<file path="config.mk">
export PLATFORM = sky130hd
export DESIGN_NAME = id_ex_pipe
export DESIGN_NICKNAME = d
export VERILOG_FILES = /design/src/rtl/mips_pkg.sv /design/src/rtl/hazard_detect.sv /design/src/rtl/id_ex_pipe.sv
export SDC_FILE = /design/constraint.sdc
export NUM_CORES = 1
export LEC_CHECK = 0
export ABC_AREA = 1
export BUFFER_PORTS_ARGS = -buffer_cell sky130_fd_sc_hd__buf_2
export CELL_PAD_IN_SITES_DETAIL_PLACEMENT = 1
export CELL_PAD_IN_SITES_GLOBAL_PLACEMENT = 1
export CORE_ASPECT_RATIO = 1.4
export CORE_UTILIZATION = 30
export CTS_CLUSTER_DIAMETER = 50
export CTS_CLUSTER_SIZE = 25
export DETAILED_ROUTE_END_ITERATION = 10
export PLACE_DENSITY_LB_ADDON = 0.1
export REMOVE_ABC_BUFFERS = 1
export SYNTH_ARGS = -nofsm -noshare
export SYNTH_HDL_FRONTEND = slang
export SYNTH_SLANG_ARGS = --single-unit
</file>
<file path="constraint.sdc">
create_clock -name clk_i -period 2.1 [get_ports clk_i]
set_input_delay 0.21 -clock clk_i [delete_from_list [all_inputs] [get_ports clk_i]]
set_output_delay 0.21 -clock clk_i [all_outputs]
set_load 0.005 [all_outputs]
</file>
<file path="src/rtl/mips_pkg.sv">
// rtl/mips_pkg.sv - shared MIPS encodings and widths for the pipeline
package mips_pkg;

    localparam int REG_W  = 5;
    localparam int DATA_W = 32;

    localparam logic [1:0] ALUOP_ADD   = 2'b00;
    localparam logic [1:0] ALUOP_SUB   = 2'b01;
    localparam logic [1:0] ALUOP_RTYPE = 2'b11;

    localparam logic [5:0] OP_RTYPE = 6'b000000;
    localparam logic [5:0] OP_ADDI  = 6'b001000;
    localparam logic [5:0] OP_LW    = 6'b100011;
    localparam logic [5:0] OP_SW    = 6'b101011;
    localparam logic [5:0] OP_BEQ   = 6'b000100;
    localparam logic [5:0] OP_J     = 6'b000010;

endpackage

</file>
<file path="src/rtl/hazard_detect.sv">
// rtl/hazard_detect.sv - load-use hazard detection between EX and ID
module hazard_detect
    import mips_pkg::*;
(
    input  logic             ex_valid,
    input  logic             ex_mem_read,
    input  logic [REG_W-1:0] ex_rt,
    input  logic [REG_W-1:0] id_rs,
    input  logic [REG_W-1:0] id_rt,
    output logic             hazard
);

    // The rt match is conservative: an I-type whose rt is a destination can stall once.
    assign hazard = ex_valid & ex_mem_read & (ex_rt != '0) &
                    ((ex_rt == id_rs) | (ex_rt == id_rt));

endmodule

</file>
<file path="src/rtl/id_ex_pipe.sv">
// rtl/id_ex_pipe.sv - ID/EX pipeline register with bubble insertion and stall
module id_ex_pipe
    import mips_pkg::*;
#(
    parameter int CNT_W = 16
) (
    input  logic              clk_i,
    input  logic              rst_i,
    input  logic              Stall_i,
    input  logic              RegDst_i,
    input  logic              ALUSrc_i,
    input  logic              RegWrite_i,
    input  logic              MemtoReg_i,
    input  logic              MemWrite_i,
    input  logic              MemRead_i,
    input  logic [1:0]        ALUOp_i,
    input  logic [DATA_W-1:0] RS_data_i,
    input  logic [DATA_W-1:0] RT_data_i,
    input  logic [DATA_W-1:0] Imm_i,
    input  logic [REG_W-1:0]  RS_addr_i,
    input  logic [REG_W-1:0]  RT_addr_i,
    input  logic [REG_W-1:0]  RD_addr_i,
    output logic              RegDst_o,
    output logic              ALUSrc_o,
    output logic              RegWrite_o,
    output logic              MemtoReg_o,
    output logic              MemWrite_o,
    output logic              MemRead_o,
    output logic [1:0]        ALUOp_o,
    output logic [DATA_W-1:0] RS_data_o,
    output logic [DATA_W-1:0] RT_data_o,
    output logic [DATA_W-1:0] Imm_o,
    output logic [REG_W-1:0]  RS_addr_o,
    output logic [REG_W-1:0]  RT_addr_o,
    output logic [REG_W-1:0]  RD_addr_o,
    output logic              Valid_o,
    output logic              Hazard_o,
    output logic              PCWrite_o,
    output logic              IFIDWrite_o,
    output logic [CNT_W-1:0]  Bubble_cnt_o
);

    hazard_detect u_hazard (
        .ex_valid    (Valid_o),
        .ex_mem_read (MemRead_o),
        .ex_rt       (RT_addr_o),
        .id_rs       (RS_addr_i),
        .id_rt       (RT_addr_i),
        .hazard      (Hazard_o)
    );

    assign PCWrite_o   = ~(Hazard_o | Stall_i);
    assign IFIDWrite_o = ~(Hazard_o | Stall_i);

    always_ff @(posedge clk_i) begin
        if (rst_i || (!Stall_i && Hazard_o)) begin
            // Bubble is forced here so EX is safe even if decode did not zero its controls.
            RegDst_o   <= 1'b0;
            ALUSrc_o   <= 1'b0;
            RegWrite_o <= 1'b0;
            MemtoReg_o <= 1'b0;
            MemWrite_o <= 1'b0;
            MemRead_o  <= 1'b0;
            ALUOp_o    <= '0;
            RS_data_o  <= '0;
            RT_data_o  <= '0;
            Imm_o      <= '0;
            RS_addr_o  <= '0;
            RT_addr_o  <= '0;
            RD_addr_o  <= '0;
            Valid_o    <= 1'b0;
            if (rst_i) begin
                Bubble_cnt_o <= '0;
            end else if (Bubble_cnt_o != '1) begin
                Bubble_cnt_o <= Bubble_cnt_o + CNT_W'(1);
            end
        end else if (!Stall_i) begin
            RegDst_o   <= RegDst_i;
            ALUSrc_o   <= ALUSrc_i;
            RegWrite_o <= RegWrite_i;
            MemtoReg_o <= MemtoReg_i;
            MemWrite_o <= MemWrite_i;
            MemRead_o  <= MemRead_i;
            ALUOp_o    <= ALUOp_i;
            RS_data_o  <= RS_data_i;
            RT_data_o  <= RT_data_i;
            Imm_o      <= Imm_i;
            RS_addr_o  <= RS_addr_i;
            RT_addr_o  <= RT_addr_i;
            RD_addr_o  <= RD_addr_i;
            Valid_o    <= 1'b1;
        end
    end

endmodule

</file>
Word level (Yosys, flattened, before mapping)
Index checks and enable logic that the tools add are counted.
{"block": "word_totals", "reg_bits": 136, "latchBits": 0, "ram_bits": 0, "rom_bits": 0, "input_bits": 122, "output_inout_bits": 139, "word_cells": 32, "mem_count": 0}
{"block": "op_classes", "n_addsub": 1, "n_mul": 0, "n_div": 0, "magnitude_cmp": 0, "n_eq_ne": 3, "shift": 0, "mux": 1, "n_bitwise": 6, "n_reduce_logical": 6}
{"cell": "adder 16 x 1 -> 16 bit, second input constant", "count": 1}
{"cell": "two-way mux 16 bit", "count": 1}
{"cell": "inequality test 16 bit, second input constant", "count": 1}
{"cell": "== test 5 bit", "count": 2}
{"cell": "nonzero test 5 bit", "count": 1}
{"cell": "AND 1 bit", "count": 3}
{"cell": "bitwise OR 1 bit", "count": 2}
{"cell": "AND reduction 2 bit", "count": 1}
{"cell": "nonzero test 2 bit", "count": 1}
{"cell": "logical AND 1 bit", "count": 1}
{"cell": "logical NOT 1 bit", "count": 1}
{"cell": "logical OR 1 bit", "count": 1}
{"cell": "NOT 1 bit", "count": 1}

Logic depth before layout (Yosys ltp)
{"block": "depth", "ltp_word": 6, "ltp_mapped": 11, "depth_no_buf": 9}

Cells and area by module
A second synthesis with hierarchy kept.
{"block": "unflattened", "hier_cells": 688, "area_unflattened_um2": 5247.5}
{"mod": "id_ex_pipe", "n_inst": 1, "cells_each": 643, "area_per_inst_um2": 5044.8, "seq_area_each_um2": 2882.8}
{"mod": "hazard_detect", "n_inst": 1, "cells_each": 45, "area_per_inst_um2": 202.7, "seq_area_each_um2": 0.0}

Worst setup path after synthesis
Ideal clock, no wire load.
{"block": "synth_timing", "path_type": "reg2reg", "from": "reg Bubble_cnt_o[0]", "to": "reg Bubble_cnt_o[0] (enable)", "setup_time_ns": 0.392, "arrival_ns": 1.875, "t_required_ns": 1.708, "slack_ns": -0.167, "stages_incl_launch_ff": 9, "n_path_buf": 0, "synth_period_minus_slack_ns": 2.267, "cell_sequence": "edfxtp_1 -> ha_1 -> nand3_1 -> nor2_1 -> nand2_1 -> nor2_1 -> nand2_1 -> nor2_1 -> o21bai_1"}
{"block": "synth_between", "elab_chain_cells": 3}
{"item": "start, declared", "line": "id_ex_pipe.sv:40", "text": "output logic [CNT_W-1:0] Bubble_cnt_o"}
{"item": "start signal, assigned", "line": "id_ex_pipe.sv:75", "text": "Bubble_cnt_o <= Bubble_cnt_o + CNT_W'(1);"}
{"item": "inequality test 16 bit", "line": "id_ex_pipe.sv:74", "text": "end else if (Bubble_cnt_o != '1) begin"}
{"item": "nonzero test 2 bit (no source line)"}
{"item": "AND reduction 2 bit (no source line)"}
No other way between the ends.
A chain may end at the register's enable or synchronous reset.

Worst setup path after layout
{"block": "layout_timing", "from": "reg RT_addr_o[0]", "to": "out IFIDWrite_o"}
{"block": "layout_between", "elab_chain_cells": 5, "elab_cells_between_ends": 8, "classes_between": "2 x eq/ne; 5 x bitwise; 1 x reduce/logical"}
{"item": "start, declared", "line": "id_ex_pipe.sv:34", "text": "output logic [REG_W-1:0] RT_addr_o,"}
{"item": "start signal, assigned", "line": "id_ex_pipe.sv:89", "text": "RT_addr_o <= RT_addr_i;"}
{"item": "== test 5 bit or nonzero test 5 bit (tied branches)", "line": "hazard_detect.sv:15, hazard_detect.sv:14"}
{"item": "bitwise OR 1 bit or AND 1 bit (tied branches)", "line": "hazard_detect.sv:15, hazard_detect.sv:14"}
{"item": "AND 1 bit (*)", "line": "hazard_detect.sv:14", "text": "assign hazard = ex_valid & ex_mem_read & (ex_rt != '0) &"}
{"item": "bitwise OR 1 bit (*)", "line": "id_ex_pipe.sv:53", "text": "assign IFIDWrite_o = ~(Hazard_o | Stall_i);"}
{"item": "NOT 1 bit (*)", "line": "id_ex_pipe.sv:53"}
{"item": "end, declared", "line": "id_ex_pipe.sv:39", "text": "output logic IFIDWrite_o,"}
Mark *: on every way between the ends. The rest lies on a longest branch, timed or not.

==> summary.txt <==
Timing
  • Maximum clock frequency: 518 MHz
  • Setup repair after global routing missed its margin: yes
  • Setup violators final: 0
  • Worst Max-Slew Pin Slew: 0.456 ns
  • Final critical path time including I/O delays and setup: 1.93 ns
  • Worst setup skew after layout: 0.00703 ns
  • Worst slew margin relative to its limit: 69.6%
  • Number of hold-slack violations in the final timing report: 0
  • Post-route setup TNS: 0 ns
  • Crit share post-route: 91.8%
  • Max-slew violation count: 0

Floorplanning
  • DIE HEIGHT: 160 µm
  • Row count: 57
  • Die ar.: 18300 µm²
  • Count of boundary I/O pins: 261
  • Starting density of the core: 30.7%
  • Die Width: 115 µm
  • CORE AREA: 17300 µm²

Critical path
  • Crit Path Category: register to output port
  • CP required: 1.89 ns
  • Critical Path Fanout Max: 7
  • Critical Path Max Stage Delay: 0.45 ns
  • List of cells traversed by the critical path: inv_1, nand2_1, nand2_1, nor2_1, nand3_1, a21oi_1, nor2_1, buf_2
  • Element type at the critical path start: register
  • End point of the critical path: IFIDWrite_o
  • Critical R2R Launch: RT_addr_o[0]
  • Library cell contributing the largest single delay on the critical path: sky130_fd_sc_hd__dfxtp_1
  • End of the worst register-to-register path: RS_data_o[23]
  • Critical path capture point type: output port
  • R2R setup slack: 0.22 ns
  • Crit. Startpoint: RT_addr_o[0]
  • Cell count of the worst reg-to-reg path: 10
  • Worst EP arrival: 1.72 ns

Pwr
  • Areal power density over the cells: 870 nW/µm²
  • Worst vdd ir: 0.379 mV
  • Static leakage: 3.85 nW
  • Tot Pwr: 6.44 mW

Yosys
  • Total of warnings raised by yosys: 0
  • Cell taking the most area after synthesis: sky130_fd_sc_hd__dfxtp_1
  • Top cells by area in the synthesized netlist: sky130_fd_sc_hd__dfxtp_1 45%, sky130_fd_sc_hd__mux2i_1 21%, sky130_fd_sc_hd__nor2_1 11%
  • Netlist cell types: 23
  • Area share of the leading cell type in the synthesized netlist: 45.2%
  • Number of storage elements in the synthesis netlist: 136
  • Cell types with the highest counts after synthesis: 156 x sky130_fd_sc_hd__nor2_1, 120 x sky130_fd_sc_hd__dfxtp_1, 112 x sky130_fd_sc_hd__mux2i_1
  • Cell with the most instances after synthesis: sky130_fd_sc_hd__nor2_1
  • Portion of the post-synthesis area used by sequential elements: 54.2%
  • Netlist Area Pre-Place: 5320 µm²
  • Synthesized area per cell: 9.71 µm²
  • Post-synth ARST share: 0%
  • Most used flip-flop cell after synthesis: sky130_fd_sc_hd__dfxtp_1
  • Number of enable-type register cells in the synthesized netlist: 16
  • Number of standard cells after synthesis: 548

Placement
  • Cell area reported after detailed placement: 6850 µm²
  • RD Place Congestion: 0.806
  • Count of buffers inserted at the top-level ports: 260
  • HPWL after detailed placement: 11800 µm
  • Number of placed cells counting well taps: 1023

Clock network
  • Count of hold buffers inserted by post-cts repair: 0
  • # H-tree levels: 4
  • Clk root buf: sky130_fd_sc_hd__clkbuf_16
  • Buffer count from post-CTS setup fixing: 0
  • Clock sinks: 136
  • Clk pin slew, worst setup/hold paths: 0.06 ns
  • Worst skew pair latency: 0.41 ns
  • Post-CTS Resized: 0
  • Buffers from clock root to sink, at most: 2
  • CTS tree: built
  • Clock buffer count from CTS: 17

Drt
  • Number of violations reported at the end of detailed-routing iteration 0: 126
  • Post-detailed-route wirelength per cell: 14.9 µm
  • Number of vias per cell: 4.44
  • Final WL: 15700 µm
  • Drt first pass iters: 4
  • Number of remaining DRC errors: 0
  • Via count: 4689
  • Post-route antenna net violation count: 0

Layout
  • Layout fillers: 2111
  • Final net count: 929
  • Synthesis-to-layout area growth: 39.3%
  • Count of non-filler cells in the finished layout: 1056
  • Final instance area: 7410 µm²
  • Fraction of final layout cells sized beyond drive strength 1: 36.6%

Run status
  • Outcome: completed

Job
  • Maximum Capacitance Violations: 0

Min path
  • Worst min-delay path category: input pin to register
  • Beginning of the worst hold path: RT_data_i[2]

Global route
  • Pin count of the biggest net entering global routing: 65
  • Wire length of the first global-routing pass: 25100 µm
  • Total congestion overflow: 0
  • Antenna violations before repair: 1
  • Vias in the first global route: 4981
  • GRT Total Usage: 18.0%
final cells by class:
class	instances	area, µm²	area share, %
antenna	1	2.50	0.0338
clock buffer	22	465	6.28
clock inverter	10	95.1	1.28
tap	236	295	3.99
sequential	136	2880	38.9
timing repair buffer	268	1430	19.3
multi-input combinational	356	2140	28.8
inverter	27	101	1.37
routing by layer:
metal	routed length (µm)	global-route usage, %
met5	0	0
met4	273	7.56
met3	1270	6.93
met2	8480	32.9
met1	5690	17.8
cell usage in the layout, fill, tap and decap left out, types with 4 or more instances in the layout:
cell,instances
sky130_fd_sc_hd__a21oi_1,18
sky130_fd_sc_hd__buf_12,5
sky130_fd_sc_hd__nand2_1,39
sky130_fd_sc_hd__o21ai_0,8
sky130_fd_sc_hd__edfxtp_1,16
sky130_fd_sc_hd__dfxtp_1,120
sky130_fd_sc_hd__clkbuf_1,4
sky130_fd_sc_hd__buf_2,259
sky130_fd_sc_hd__inv_1,23
sky130_fd_sc_hd__mux2i_1,112
sky130_fd_sc_hd__clkbuf_16,18
sky130_fd_sc_hd__nor2_1,156
sky130_fd_sc_hd__nand3_1,9
flip-flops by register name, indices dropped and copies added (netlist names):
signal / flops
ALUSrc_o: 1
MemRead_o: 1
MemtoReg_o: 1
MemWrite_o: 1
Imm_o: 32
RT_data_o: 32
RS_addr_o: 5
RegWrite_o: 1
Bubble_cnt_o: 16
ALUOp_o: 2
Valid_o: 1
RS_data_o: 32
RegDst_o: 1
RD_addr_o: 5
RT_addr_o: 5
cell families (layout without fill, tap and decap cells):
group / count (synthesis) / after routing / share of synthesized area (%)
AO/OA/AOI/OAI: 27 / 27 / 2.59
XOR/XNOR: 4 / 4 / 0.659
adder cells (fa/ha/maj): 1 / 1 / 0.235
buffers and inverters: 56 / 327 / 5.81
flip-flops: 136 / 136 / 54.2
multiplexers: 112 / 112 / 21.1
other: 0 / 1 / 0
AND/OR/NAND/NOR: 212 / 212 / 15.5
worst min-delay path by stage:
stage	slack [ns]	end	cells past startpoint
final	0.04	RT_data_o[2]	3
after CTS	0.02	RT_data_o[2]	3
after floorplan	0.36	RS_addr_o[0]	2
after global placement	0.45	Imm_o[31]	3
after detailed placement	0.47	RS_data_o[5]	3
after global routing	0.03	Imm_o[24]	3
where the power goes:
part	total (mW)	switching, mW	leakage (nW)	internal (mW)
logic	0.718	0.354	2.43	0.365
clock network	2.84	1.14	0.270	1.70
registers	2.89	0.0953	1.15	2.79
worst max-delay path, delay by kind of cell, from the launching register on:
kind / cells / cell delay (ns)
flops: 1 / 0.45
simple gates: 5 / 0.43
compound gates: 1 / 0.23
buf+inv: 2 / 0.21
through the flow:
| step | utilization [%] | setup WS (ns) | hold WS [ns] |
|---|---|---|---|
| after floorplan | - | -0.890 | 0.364 |
| after global placement | 39.5 | 0.242 | 0.454 |
| after detailed placement | 39.5 | 0.195 | 0.465 |
| after CTS | 42.7 | 0.106 | 0.0163 |
| after global routing | 42.7 | -0.0602 | 0.0292 |
| final | 42.7 | 0.171 | 0.0405 |
No activity file was read; power rests on OpenSTA's default activity.
